<file path="src/rtl/serial_link_pkg.sv">
// Shared definitions for the serial audio link (transmitter and receiver sides).
// Pure declarations: no logic, no latency.
package serial_link_pkg;

    typedef enum logic [2:0] {
        IDLE,
        START,
        DATA,
        PARITY,
        STOP,
        BREAK
    } link_state_t;

    localparam int   DATA_BITS            = 8;
    localparam logic IDLE_LEVEL           = 1'b1;
    localparam int   DEFAULT_CLKS_PER_BIT = 434;

endpackage

</file>
<file path="src/rtl/sync_2ff.sv">
// Generic two-flop synchronizer with a configurable reset level.
// Latency: 2 clk cycles; no flow control.
module sync_2ff #(
    parameter logic RESET_VAL = 1'b1
) (
    input  logic clk,
    input  logic rst,
    input  logic din,
    output logic dout
);

    logic meta;

    always_ff @(posedge clk) begin
        if (rst) begin
            meta <= RESET_VAL;
            dout <= RESET_VAL;
        end else begin
            meta <= din;
            dout <= meta;
        end
    end

endmodule

</file>
<file path="src/rtl/serial_byte_receiver.sv">
// Oversampling UART-style byte receiver (start, 8 data LSB first, [even parity with SERIAL_RX_PARITY_EN], stop).
// Latency: strobe lands HALF_BIT + (9 or 10)*CLKS_PER_BIT + 1 cycles after IDLE sees the start edge; no backpressure.
module serial_byte_receiver
    import serial_link_pkg::*;
#(
    parameter int CLKS_PER_BIT = DEFAULT_CLKS_PER_BIT
) (
    input  logic                 CLOCK_50,
    input  logic                 Reset,
    input  logic                 Serial_In,
    output logic [DATA_BITS-1:0] Parallel_Data,
    output logic                 Data_Valid,
    output logic                 Framing_Error,
`ifdef SERIAL_RX_PARITY_EN
    output logic                 Parity_Error,
`endif
    output logic                 Busy
);

    localparam int HALF_BIT = CLKS_PER_BIT / 2;
    localparam int CW       = $clog2(CLKS_PER_BIT);
    localparam int IW       = $clog2(DATA_BITS);
    localparam logic [CW-1:0] HALF_LAST = CW'(HALF_BIT - 1);
    localparam logic [CW-1:0] BIT_LAST  = CW'(CLKS_PER_BIT - 1);
    localparam logic [IW-1:0] IDX_LAST  = IW'(DATA_BITS - 1);

    logic                 rx;
    link_state_t          state, state_n;
    logic [CW-1:0]        cnt, cnt_n;
    logic [IW-1:0]        idx, idx_n;
    logic [DATA_BITS-1:0] sh, sh_n;
    logic [DATA_BITS-1:0] pd_q, pd_n;
    logic                 dv_q, dv_n;
    logic                 fe_q, fe_n;
`ifdef SERIAL_RX_PARITY_EN
    logic                 par_bad, par_bad_n;
    logic                 pe_q, pe_n;
`endif

    sync_2ff #(
        .RESET_VAL (IDLE_LEVEL)
    ) u_sync (
        .clk  (CLOCK_50),
        .rst  (Reset),
        .din  (Serial_In),
        .dout (rx)
    );

    always_comb begin
        state_n = state;
        cnt_n   = cnt + 1'b1;
        idx_n   = idx;
        sh_n    = sh;
        pd_n    = pd_q;
        dv_n    = 1'b0;
        fe_n    = 1'b0;
`ifdef SERIAL_RX_PARITY_EN
        par_bad_n = par_bad;
        pe_n      = 1'b0;
`endif
        case (state)
            IDLE: begin
                cnt_n = '0;
                if (rx != IDLE_LEVEL) state_n = START;
            end
            START: begin
                if (cnt == HALF_LAST) begin
                    cnt_n   = '0;
                    idx_n   = '0;
                    state_n = (rx == IDLE_LEVEL) ? IDLE : DATA;
                end
            end
            DATA: begin
                if (cnt == BIT_LAST) begin
                    cnt_n = '0;
                    sh_n  = {rx, sh[DATA_BITS-1:1]};
                    idx_n = idx + 1'b1;
                    if (idx == IDX_LAST) begin
`ifdef SERIAL_RX_PARITY_EN
                        state_n = PARITY;
`else
                        state_n = STOP;
`endif
                    end
                end
            end
`ifdef SERIAL_RX_PARITY_EN
            PARITY: begin
                if (cnt == BIT_LAST) begin
                    cnt_n     = '0;
                    par_bad_n = (rx != ^sh);
                    state_n   = STOP;
                end
            end
`endif
            STOP: begin
                if (cnt == BIT_LAST) begin
                    cnt_n = '0;
                    if (rx == IDLE_LEVEL) begin
                        state_n = IDLE;
`ifdef SERIAL_RX_PARITY_EN
                        if (par_bad) begin
                            pe_n = 1'b1;
                        end else begin
                            dv_n = 1'b1;
                            pd_n = sh;
                        end
`else
                        dv_n = 1'b1;
                        pd_n = sh;
`endif
                    end else begin
                        // Framing error wins over parity; park until the line is released.
                        fe_n    = 1'b1;
                        state_n = BREAK;
                    end
                end
            end
            BREAK: begin
                cnt_n = '0;
                if (rx == IDLE_LEVEL) state_n = IDLE;
            end
            default: begin
                cnt_n   = '0;
                state_n = IDLE;
            end
        endcase
    end

    always_ff @(posedge CLOCK_50) begin
        if (Reset) begin
            state <= IDLE;
            cnt   <= '0;
            idx   <= '0;
            sh    <= '0;
            pd_q  <= '0;
            dv_q  <= 1'b0;
            fe_q  <= 1'b0;
`ifdef SERIAL_RX_PARITY_EN
            par_bad <= 1'b0;
            pe_q    <= 1'b0;
`endif
        end else begin
            state <= state_n;
            cnt   <= cnt_n;
            idx   <= idx_n;
            sh    <= sh_n;
            pd_q  <= pd_n;
            dv_q  <= dv_n;
            fe_q  <= fe_n;
`ifdef SERIAL_RX_PARITY_EN
            par_bad <= par_bad_n;
            pe_q    <= pe_n;
`endif
        end
    end

    assign Parallel_Data = pd_q;
    assign Data_Valid    = dv_q;
    assign Framing_Error = fe_q;
`ifdef SERIAL_RX_PARITY_EN
    assign Parity_Error  = pe_q;
`endif
    assign Busy          = (state != IDLE);

endmodule

</file>
<file path="config.mk">
export PLATFORM = sky130hd
export DESIGN_NAME = serial_byte_receiver
export DESIGN_NICKNAME = d
export VERILOG_FILES = /design/src/rtl/serial_link_pkg.sv /design/src/rtl/sync_2ff.sv /design/src/rtl/serial_byte_receiver.sv
export SDC_FILE = /design/constraint.sdc
export NUM_CORES = 1
export LEC_CHECK = 0
export CAP_MARGIN = 20
export CORE_MARGIN = 8
export CORE_UTILIZATION = 35
export DETAILED_ROUTE_END_ITERATION = 10
export DONT_BUFFER_PORTS = 1
export PLACE_DENSITY = 0.47
export SLEW_MARGIN = 20
export SYNTH_ARGS = -nofsm -noshare
export SYNTH_HDL_FRONTEND = slang
export SYNTH_SLANG_ARGS = --single-unit
</file>
<file path="constraint.sdc">
create_clock -name CLOCK_50 -period 2.45 [get_ports CLOCK_50]
set_input_delay 0 -clock CLOCK_50 [delete_from_list [all_inputs] [get_ports CLOCK_50]]
set_output_delay 0 -clock CLOCK_50 [all_outputs]
set_load 0.1 [all_outputs]
</file>
After elaboration in Yosys (flattened, before gate mapping)
Cells that the tools add are included.

Output and inout port bits: 11. Bits of input ports: 3. Register bits after elaboration: 35.

Reductions and logical operators: 9. Bitwise logic cells: 2. Eq/ne operators: 13. Add/sub/neg operators: 2. Muxes and demuxes: 17.

Operators by type and width (count): $mux 3 (9); $mux 9 (2); $pmux 9 s2 (1); $pmux 3 s5 (1); $ne 2x2->1 const B (5); $add 9x1->9 const B (1); $eq 3x3->1 const B (3); $eq 9x8->1 const B (1); $eq 9x9->1 const B (1); $pmux 3 s2 (1); $reduce_and 3->1 (2); $reduce_and 6->1 (1); $add 3x1->3 const B (1); $eq 3x1->1 const B (1); $eq 3x2->1 const B (1); $logic_not 3->1 (1); $reduce_bool 3->1 (1); $reduce_or 3->1 (1); $mux 1 (2); $mux 2 (1); $ne 2x1->1 const B (1); $not 1->1 (2); $reduce_and 2->1 (1); $reduce_bool 2->1 (1); $reduce_or 2->1 (1).

Longest topological paths before layout
Gate-level depths: netlist of run 1.

Depth after elaboration: 4. Depth in mapped cells: 8. Depth with buffers taken out: 7.

Cells and area by module
From an unflattened synthesis of run 1, not the netlist that was laid out.

Cell total of the unflattened synthesis: 162. Area total of the unflattened synthesis: 1592.8 µm².

Modules (own cells, without submodules): serial_byte_receiver (cells each 158, sequential area each 660.6 µm², times used 1, area an instance 1540.2 µm²); sync_2ff (cells each 4, sequential area each 40.0 µm², times used 1, area an instance 52.6 µm²).

Worst setup path before layout of run 1
No wires, ideal clock.

Path kind: reg2reg. Start: reg cnt[0]. End: reg idx[0]. Slack: 0.827 ns. Required time: 2.327 ns. Stages on the path, launching flop included: 7. Buffers on the path: 0. Arrival: 1.500 ns. Path through: dfxtp_1 inv_1 ha_1 and4bb_2 a32oi_1 or3_1 mux2_1.

Longest elaborated chain between the ends: 3.

RTL lines: start: declaration (RTL line serial_byte_receiver.sv:29) `logic [CW-1:0] cnt, cnt_n;`; start signal: assignment (RTL line serial_byte_receiver.sv:145) `cnt <= cnt_n;`; $eq 9x9->1 or $eq 9x8->1 (tied branches) (RTL line serial_byte_receiver.sv:74, serial_byte_receiver.sv:67); $ne 2x2->1 (no source line); $reduce_and 3->1 (no source line) (*); end signal: assignment (RTL line serial_byte_receiver.sv:146) `idx <= idx_n;`; end: declaration (RTL line serial_byte_receiver.sv:30) `logic [IW-1:0] idx, idx_n;`.

Mark *: on every way between the ends. The rest lies on a longest branch, timed or not. A chain may end at the register's enable or synchronous reset.

Worst setup path after layout of run 1
Start: reg cnt[0]. End: reg pd_q[6], in the netlist Parallel_Data[6].

Longest elaborated chain between the ends: 2.

RTL lines: $eq 9x9->1 (RTL line serial_byte_receiver.sv:97) `if (cnt == BIT_LAST) begin`; $reduce_and 3->1 (no source line); end signal: assignment (RTL line serial_byte_receiver.sv:148) `pd_q <= pd_n;`; end: declaration (RTL line serial_byte_receiver.sv:32) `logic [DATA_BITS-1:0] pd_q, pd_n;`.

No other way between the ends.

==> reports/metrics.yaml, run 1 <==
outcome:
  status: "finished clean"
critical_path:
  crit_chain: "ha_1 > nand4b_1 > nor3_1 > and4_1 > mux2i_1 > nor2_1"
  cp.required_ns: 2.58
  regToRegSetupSlack_ns: 0.43
  cpMaxStageDelayCell: "and4_1"
  timing.rr.end: "Parallel_Data[6]"
  crit_path_end_kind: "register"
  slowest_delay_ns: 0.57
  start_kind: "register"
  worstRegToRegCells: 6
  crit-reg2reg-launch: "cnt[0]"
  path_class: "reg -> reg"
  critPathArrivalTime_ns: 2.16
  crit_fanout: 9
floorplan:
  die-area_um2: 6903
  core_um2: 4354
  start_util_pct: 36.18
  die_w_um: 83.09
  die_h_um: 83.09
  rows: 24
  io_pins: 14
hold_path:
  min_from: "Reset"
  whs_endpoint: "cnt[1]"
  hold_path.class: "in -> reg"
  holdPathStages: 2
route:
  drt.antenna.violating_nets: 0
  via_count: 1130
  vias_per_cell: 5.067
  initialDrtViolationCount: 72
  drt_drc_violations_left: 0
  firstDrtPassIters: 4
  wl_um: 3063
  wl_per_cell_um: 13.74
synthesis:
  yosys_warnings: 0
  yosysTopAreaCell: "dfxtp_1"
  ys_types: 38
  async_reset_ff_share_pct: 0
  ys_seq_area_share_pct: 44.48
  netlist_area_um2: 1575
  netlist.area_leader.share_pct: 44.48
  syn_avg_cell_area_um2: 9.724
  ys_ff_latch: 35
  synth_fp_nets: 170
  syn_inst: 162
  synth_top_flop_cell: "dfxtp_1"
  synth_edf_count: 0
  synthTopCellsByArea: "dfxtp_1 (44%), mux2i_1 (11%), nor2_1 (7.4%), ha_1 (4.0%), xor2_1 (2.8%)"
timing:
  tightest_slew_ns: 0.9360
  finalSetupViolations: 0
  report.final.slew_viol_count: 0
  relSlewSlack_pct: 37.51
  grt_setup_unrepaired: "false"
  min_period_over_period_pct: 82.61
  fmaxAchievable_mhz: 494.1
  hold_viol: 0
  fin_skew_ns: 0.006100
  setup_ws_ns: 0.4260
  setup_tns_ns: 0
  fin_crit_ns: 2.024
grt:
  antenna_found_initial: 0
  grtUsageTotal_pct: 8.854
  grt_max_degree: 29
  first_global_vias: 1081
  overflow: 0
  grt_first_pass_wirelength_um: 5037
clock_network:
  cts_root_buf: "clkbuf_8"
  cts_max_level: 2
  clockBufferDepth: 2
  clk_pin_slew_ns: 0.07
  cts_tree: "built"
  clock_sinks: 35
  cts_buffers: 5
  cts_resized: 0
  clock_latency_ns: 0.28
place:
  finalWeightedCongestion: 0.7939
  dp_hpwl_um: 2200
  post-place-ws_ns: 0.4652
  port_buffers: 0
power_and_ir_drop:
  internal-power_uw: 840.7
  sequentialPowerShare_pct: 51.0
  pwr-share-comb_pct: 14.6
  p_sw_share_pct: 29.02
  p_leak_nw: 0.6467
  power_density_nw_per_um2: 673.7
  ir_drop_mv: 0.4091
  p_sw_uw: 343.6
  p_clk_share_pct: 34.3
finish:
  fill_cells: 431
  antenna_cells: 0
  area_delta_synth_final_pct: 11.60
  nNetsFinal: 178
  final_layout_size_suffix_gt1_share_pct: 16.37
job:
  maxCapViolCount: 0
[state kept, by name, summed over array words and instances (netlist names)]
name and count:
Data_Valid 1, Framing_Error 1, Parallel_Data 8, cnt 9
idx 3, sh 8, state 3, u_sync.dout 1
u_sync.meta 1
[placed cells by master, fill, tap and decap left out, types with 3 or more instances in the layout]
cell type / synthesis / routed
xnor2_1: 3 / 3
mux2i_1: 18 / 18
nor2_1: 31 / 31
or2_2: 4 / 4
ha_1: 5 / 5
clkbuf_8: 0 / 5
xor2_1: 5 / 5
buf_4: 2 / 8
nand2_1: 8 / 8
and3_1: 4 / 4
nor2b_1: 5 / 5
nand3_1: 3 / 3
o21ai_0: 3 / 3
inv_1: 4 / 4
dfxtp_1: 35 / 35
[cells by family after synthesis]
logic type,count (synthesis),share of synthesized area [%]
AND/OR/NAND/NOR,70,23.67
multiplexers,19,12.15
flip-flops,35,44.48
adder cells (fa/ha/maj),5,3.971
buffers and inverters,13,4.209
XOR/XNOR,8,4.448
AO/OA/AOI/OAI,12,7.069
[metal layers]
| layer | GRT usage (%) | wire [um] | vias to the layer above |
|---|---|---|---|
| met5 | 0 | 0 | - |
| met4 | 3.355 | 26 | 0 |
| met3 | 4.199 | 149 | 4 |
| met2 | 14.78 | 1471 | 21 |
| met1 | 9.421 | 1416 | 542 |
| li1 | - | - | 563 |
[power by group through the flow]
stage | Sequential (mW) | Clock [mW] | Combinational [mW]
floorplan | 0.603 | 0 | 0.166
global placement | 0.616 | 0 | 0.162
detailed placement | 0.617 | 0 | 0.163
CTS | 0.604 | 0.424 | 0.174
global route | 0.607 | 0.453 | 0.189
finish | 0.604 | 0.407 | 0.173
[Yosys cell counts (2+ instances only)]
master    number
clkbuf_1       4
nor2b_1        5
xor2_1         5
dfxtp_1       35
and3_1         4
nor2_1        31
nand2_1        8
ha_1           5
xnor2_1        3
inv_1          4
a32oi_1        2
nand3b_1       2
buf_2          2
nor3_1         2
o21ai_0        3
nand2b_1       2
or2_2          4
mux2i_1       18
nand3_1        3
buf_4          2
[repair_timing]
item	in CTS	in global routing
hold buffers	2	0
endpoints found under the hold margin	26	0
setup buffers	0	0
[how the worst max path moves through the flow]
| stage | from | end | cells past startpoint |
|---|---|---|---|
| after global routing | cnt[0] | Parallel_Data[6] | 6 |
| final | cnt[0] | Parallel_Data[6] | 6 |
| after CTS | cnt[0] | Parallel_Data[6] | 6 |
| after global placement | cnt[0] | Parallel_Data[4] | 6 |
| after detailed placement | cnt[0] | Parallel_Data[6] | 6 |
| after floorplan | cnt[0] | idx[0] | 6 |
[worst max-delay path, delay by kind of cell (launching register included)]
kind / cells / cell delay (ns)
flops: 1 / 0.42
mux: 1 / 0.25
simple gates: 4 / 1.03
fa+ha+maj: 1 / 0.17
[per-stage QoR]
step / hold slack [ns] / std cells / area [um^2] / util [%] / power, mW
3_5_place_dp: 0.06603 / 213 / 1649 / 37.87 / 0.7808
4_1_cts: 0.003345 / 223 / 1758 / 40.37 / 1.203
6_report: 0.01617 / 223 / 1758 / 40.37 / 1.184
2_1_floorplan: 0.1038 / 162 / 1575 / - / 0.7700
3_3_place_gp: 0.06510 / 213 / 1649 / 37.87 / 0.7779
5_1_grt: 0.01291 / 223 / 1758 / 40.37 / 1.249
[layout make-up]
class / instances / area, um^2 / area share [%]
tap: 52 / 65.06 / 3.701
sequential: 35 / 700.7 / 39.86
timing repair buffer: 10 / 80.08 / 4.555
clock buffer: 5 / 68.82 / 3.915
multi-input combinational: 114 / 808.3 / 45.98
inverter: 4 / 15.01 / 0.8541
clock inverter: 3 / 20.02 / 1.139
No activity file was read; power rests on OpenSTA's default activity.
==> inputs of run 2 (changes only) <==
--- a/config.mk
+++ b/config.mk
@@ -10,7 +10,7 @@
 export CORE_UTILIZATION = 35
 export DETAILED_ROUTE_END_ITERATION = 10
 export DONT_BUFFER_PORTS = 1
-export PLACE_DENSITY = 0.47
+export PLACE_DENSITY = 0.49
 export SLEW_MARGIN = 20
 export SYNTH_ARGS = -nofsm -noshare
 export SYNTH_HDL_FRONTEND = slang
==> constraint.sdc (replaced) <==
create_clock -name CLOCK_50 -period 1.85 [get_ports CLOCK_50]
set_input_delay 0 -clock CLOCK_50 [delete_from_list [all_inputs] [get_ports CLOCK_50]]
set_output_delay 0 -clock CLOCK_50 [all_outputs]
set_load 0.1 [all_outputs]
==> run 2 against run 1 <==
Utilization is 3.8 points higher. Die area stayed put. Critical endpoint is now idx[0]. Sequential cell count unchanged. Largest cell class unchanged. Hold slack better by 0.34 ns. Sequential power rose by 33%. Combinational power is 44% higher.
==> reports/metrics.yaml, run 2 (synthesized netlist as in run 1, its figures left out) <==
outcome:
  status: "finished clean"
route:
  drt.antenna.violating_nets: 0  # unchanged
  firstDrtPassIters: 4  # unchanged
  initialDrtViolationCount: 60  # -17%
  via_count: 1104  # -2.3%
  drt_drc_violations_left: 0  # unchanged
  wl_per_cell_um: 12.82  # -6.7%
  wl_um: 2974  # -2.9%
  vias_per_cell: 4.759  # -6.1%
critical_path:
  start_kind: "register"
  crit_chain: "inv_1 > ha_1 > and4bb_2 > a32oi_1 > or3_1 > mux2_1"
  cpMaxStageDelayCell: "or3_1"
  path_class: "reg -> reg"
  crit_path_end_kind: "register"
  crit_fanout: 6  # -3
  critPathArrivalTime_ns: 1.96  # -0.20 ns
  crit_buf_inv: 1  # +1
  crit_family: "simple AND/OR/NAND/NOR gates"
  cp.required_ns: 2.02  # -0.56 ns
  slowest_delay_ns: 0.41  # -0.16 ns
timing:
  report.final.slew_viol_count: 0  # unchanged
  tightest_slew_ns: 0.9317  # -0.004321 ns
  fin_crit_ns: 1.792  # -0.2320 ns
  fmaxAchievable_mhz: 558.0  # +13%
  grt_setup_unrepaired: "true"
  finalSetupViolations: 0  # unchanged
  fin_hold_ws_ns: 0.3582  # +0.3420 ns
  hold_viol: 0  # unchanged
  min_period_over_period_pct: 96.86  # +14 points
  fin_skew_ns: 0.005559  # -0.0005409 ns
  relSlewSlack_pct: 37.68  # +0.17 points
  setup_ws_ns: 0.05801  # -0.3680 ns
clock_network:
  clockBufferDepth: 2  # unchanged
  clock_latency_ns: 0.28  # about the same
  cts_tree: "built"
  cts_root_buf: "clkbuf_8"
  clock_sinks: 35  # unchanged
  cts_max_level: 2  # unchanged
  clk_pin_slew_ns: 0.07  # about the same
  cts_buffers: 5  # unchanged
place:
  dp_cells: 221  # +3.8%
  post-place-ws_ns: 0.01331  # -0.4519 ns
  port_buffers: 0  # unchanged
  finalWeightedCongestion: 0.7192  # -9.4%
  place_area_um2: 1734  # +5.2%
  dp_hpwl_um: 2104  # -4.4%
grt:
  first_global_vias: 1110  # +2.7%
  grtUsageTotal_pct: 8.924  # +0.070 points
  grt.busiest_layer: "met2"
  grt_max_degree: 29  # unchanged
  grtUsageMet2_pct: 13.37  # -1.4 points
  use_met1_pct: 10.92  # +1.5 points
  antenna_found_initial: 0  # unchanged
  grt_util_met3_pct: 3.320  # -0.88 points
  overflow: 0  # unchanged
  grt_first_pass_wirelength_um: 5168  # +2.6%
finish:
  final_common_cell: "dfxtp_1"
  final_layout_size_suffix_gt1_share_pct: 24.44  # +8.1 points
  fill_cells: 415  # -3.7%
  largest_reg_flops: 9  # unchanged
  regMostFlops: "cnt"
  layout_common_cells: "dfxtp_1 (32), nor2_1 (31), mux2i_1 (18)"
  nNetsFinal: 188  # +5.6%
  stdcell_count: 232  # +4.0%
  design_area_um2: 1922  # +9.3%
  antenna_cells: 0  # unchanged
  area_delta_synth_final_pct: 22.00
power_and_ir_drop:
  ir_drop_mv: 0.3451  # -16%
  power_density_nw_per_um2: 833.6  # +24%
  p_leak_nw: 0.7211  # +12%
  finalPower_mw: 1.602  # +35%
floorplan:
  die_w_um: 83.09  # unchanged
  rows: 24  # unchanged
  start_util_pct: 36.18  # unchanged
  io_pins: 14  # unchanged
  die_h_um: 83.09  # unchanged
  die-area_um2: 6903  # unchanged
  core_um2: 4354  # unchanged
job:
  maxCapViolCount: 0  # unchanged
hold_path:
  hold_path.class: "in -> reg"
-- run 2: changes by cell type in the layout (fill, tap and decap cells not counted), sizes merged --
cell         delta
buf             +8
clkbuf          +2
clkinvlp        -2
dlygate4sd3     +1
-- run 2: power by group --
group	leakage, nW	switching, mW	internal [mW]
sequential	0.284	0.0320	0.773
combinational	0.390	0.154	0.0952
clock	0.0470	0.256	0.292
-- run 2: area by class of cell --
| class | count | area, um^2 | share of cell area (%) |
|---|---|---|---|
| multi-input combinational | 114 | 847.1 | 44.08 |
| sequential | 35 | 706.9 | 36.78 |
| timing repair buffer | 20 | 200.2 | 10.42 |
| clock buffer | 6 | 82.58 | 4.297 |
| tap | 52 | 65.06 | 3.385 |
| inverter | 4 | 15.01 | 0.7813 |
| clock inverter | 1 | 5.005 | 0.2604 |
-- run 2: worst reg2reg max path, cell delays in order, from the launching register on --
cell	delay (ns)
dfxtp_4	0.37
inv_1	0.06
ha_1	0.13
and4bb_2	0.27
a32oi_1	0.10
or3_1	0.41
mux2_1	0.34
-- run 2: path summary, 6_finish.rpt --
path / startpoint / end / slack (ns) / depth (start not counted)
max: cnt[0] / idx[0] / 0.06 / 6
min: Serial_In / u_sync.meta / 0.36 / 2
max reg2reg: cnt[0] / idx[0] / 0.06 / 6
min reg2reg: u_sync.meta / u_sync.dout / 0.41 / 1
-- run 2: what timing repair did --
item                                    4_1_cts  5_1_grt
cloned                                        0        1
gates resized for setup                       1       11
setup buffers                                 0        0
hold endpoints to repair                     26        9
hold buffers                                  2        1
pin swaps                                     0        2
endpoints found under the setup margin        2       29
-- run 2: per-layer routing --
layer / share of wire, % / routed length, um
met1: 49 / 1465
met2: 45 / 1350
met3: 3.5 / 103
met4: 1.8 / 55
met5: 0 / 0
-- run 2: per-stage QoR --
stage | setup TNS [ns] | util (%)
global route | -0.2489 | 44.14
global placement | 0 | 39.83
detailed placement | 0 | 39.83
finish | 0 | 44.14
CTS | 0 | 42.41
floorplan | 0 | -
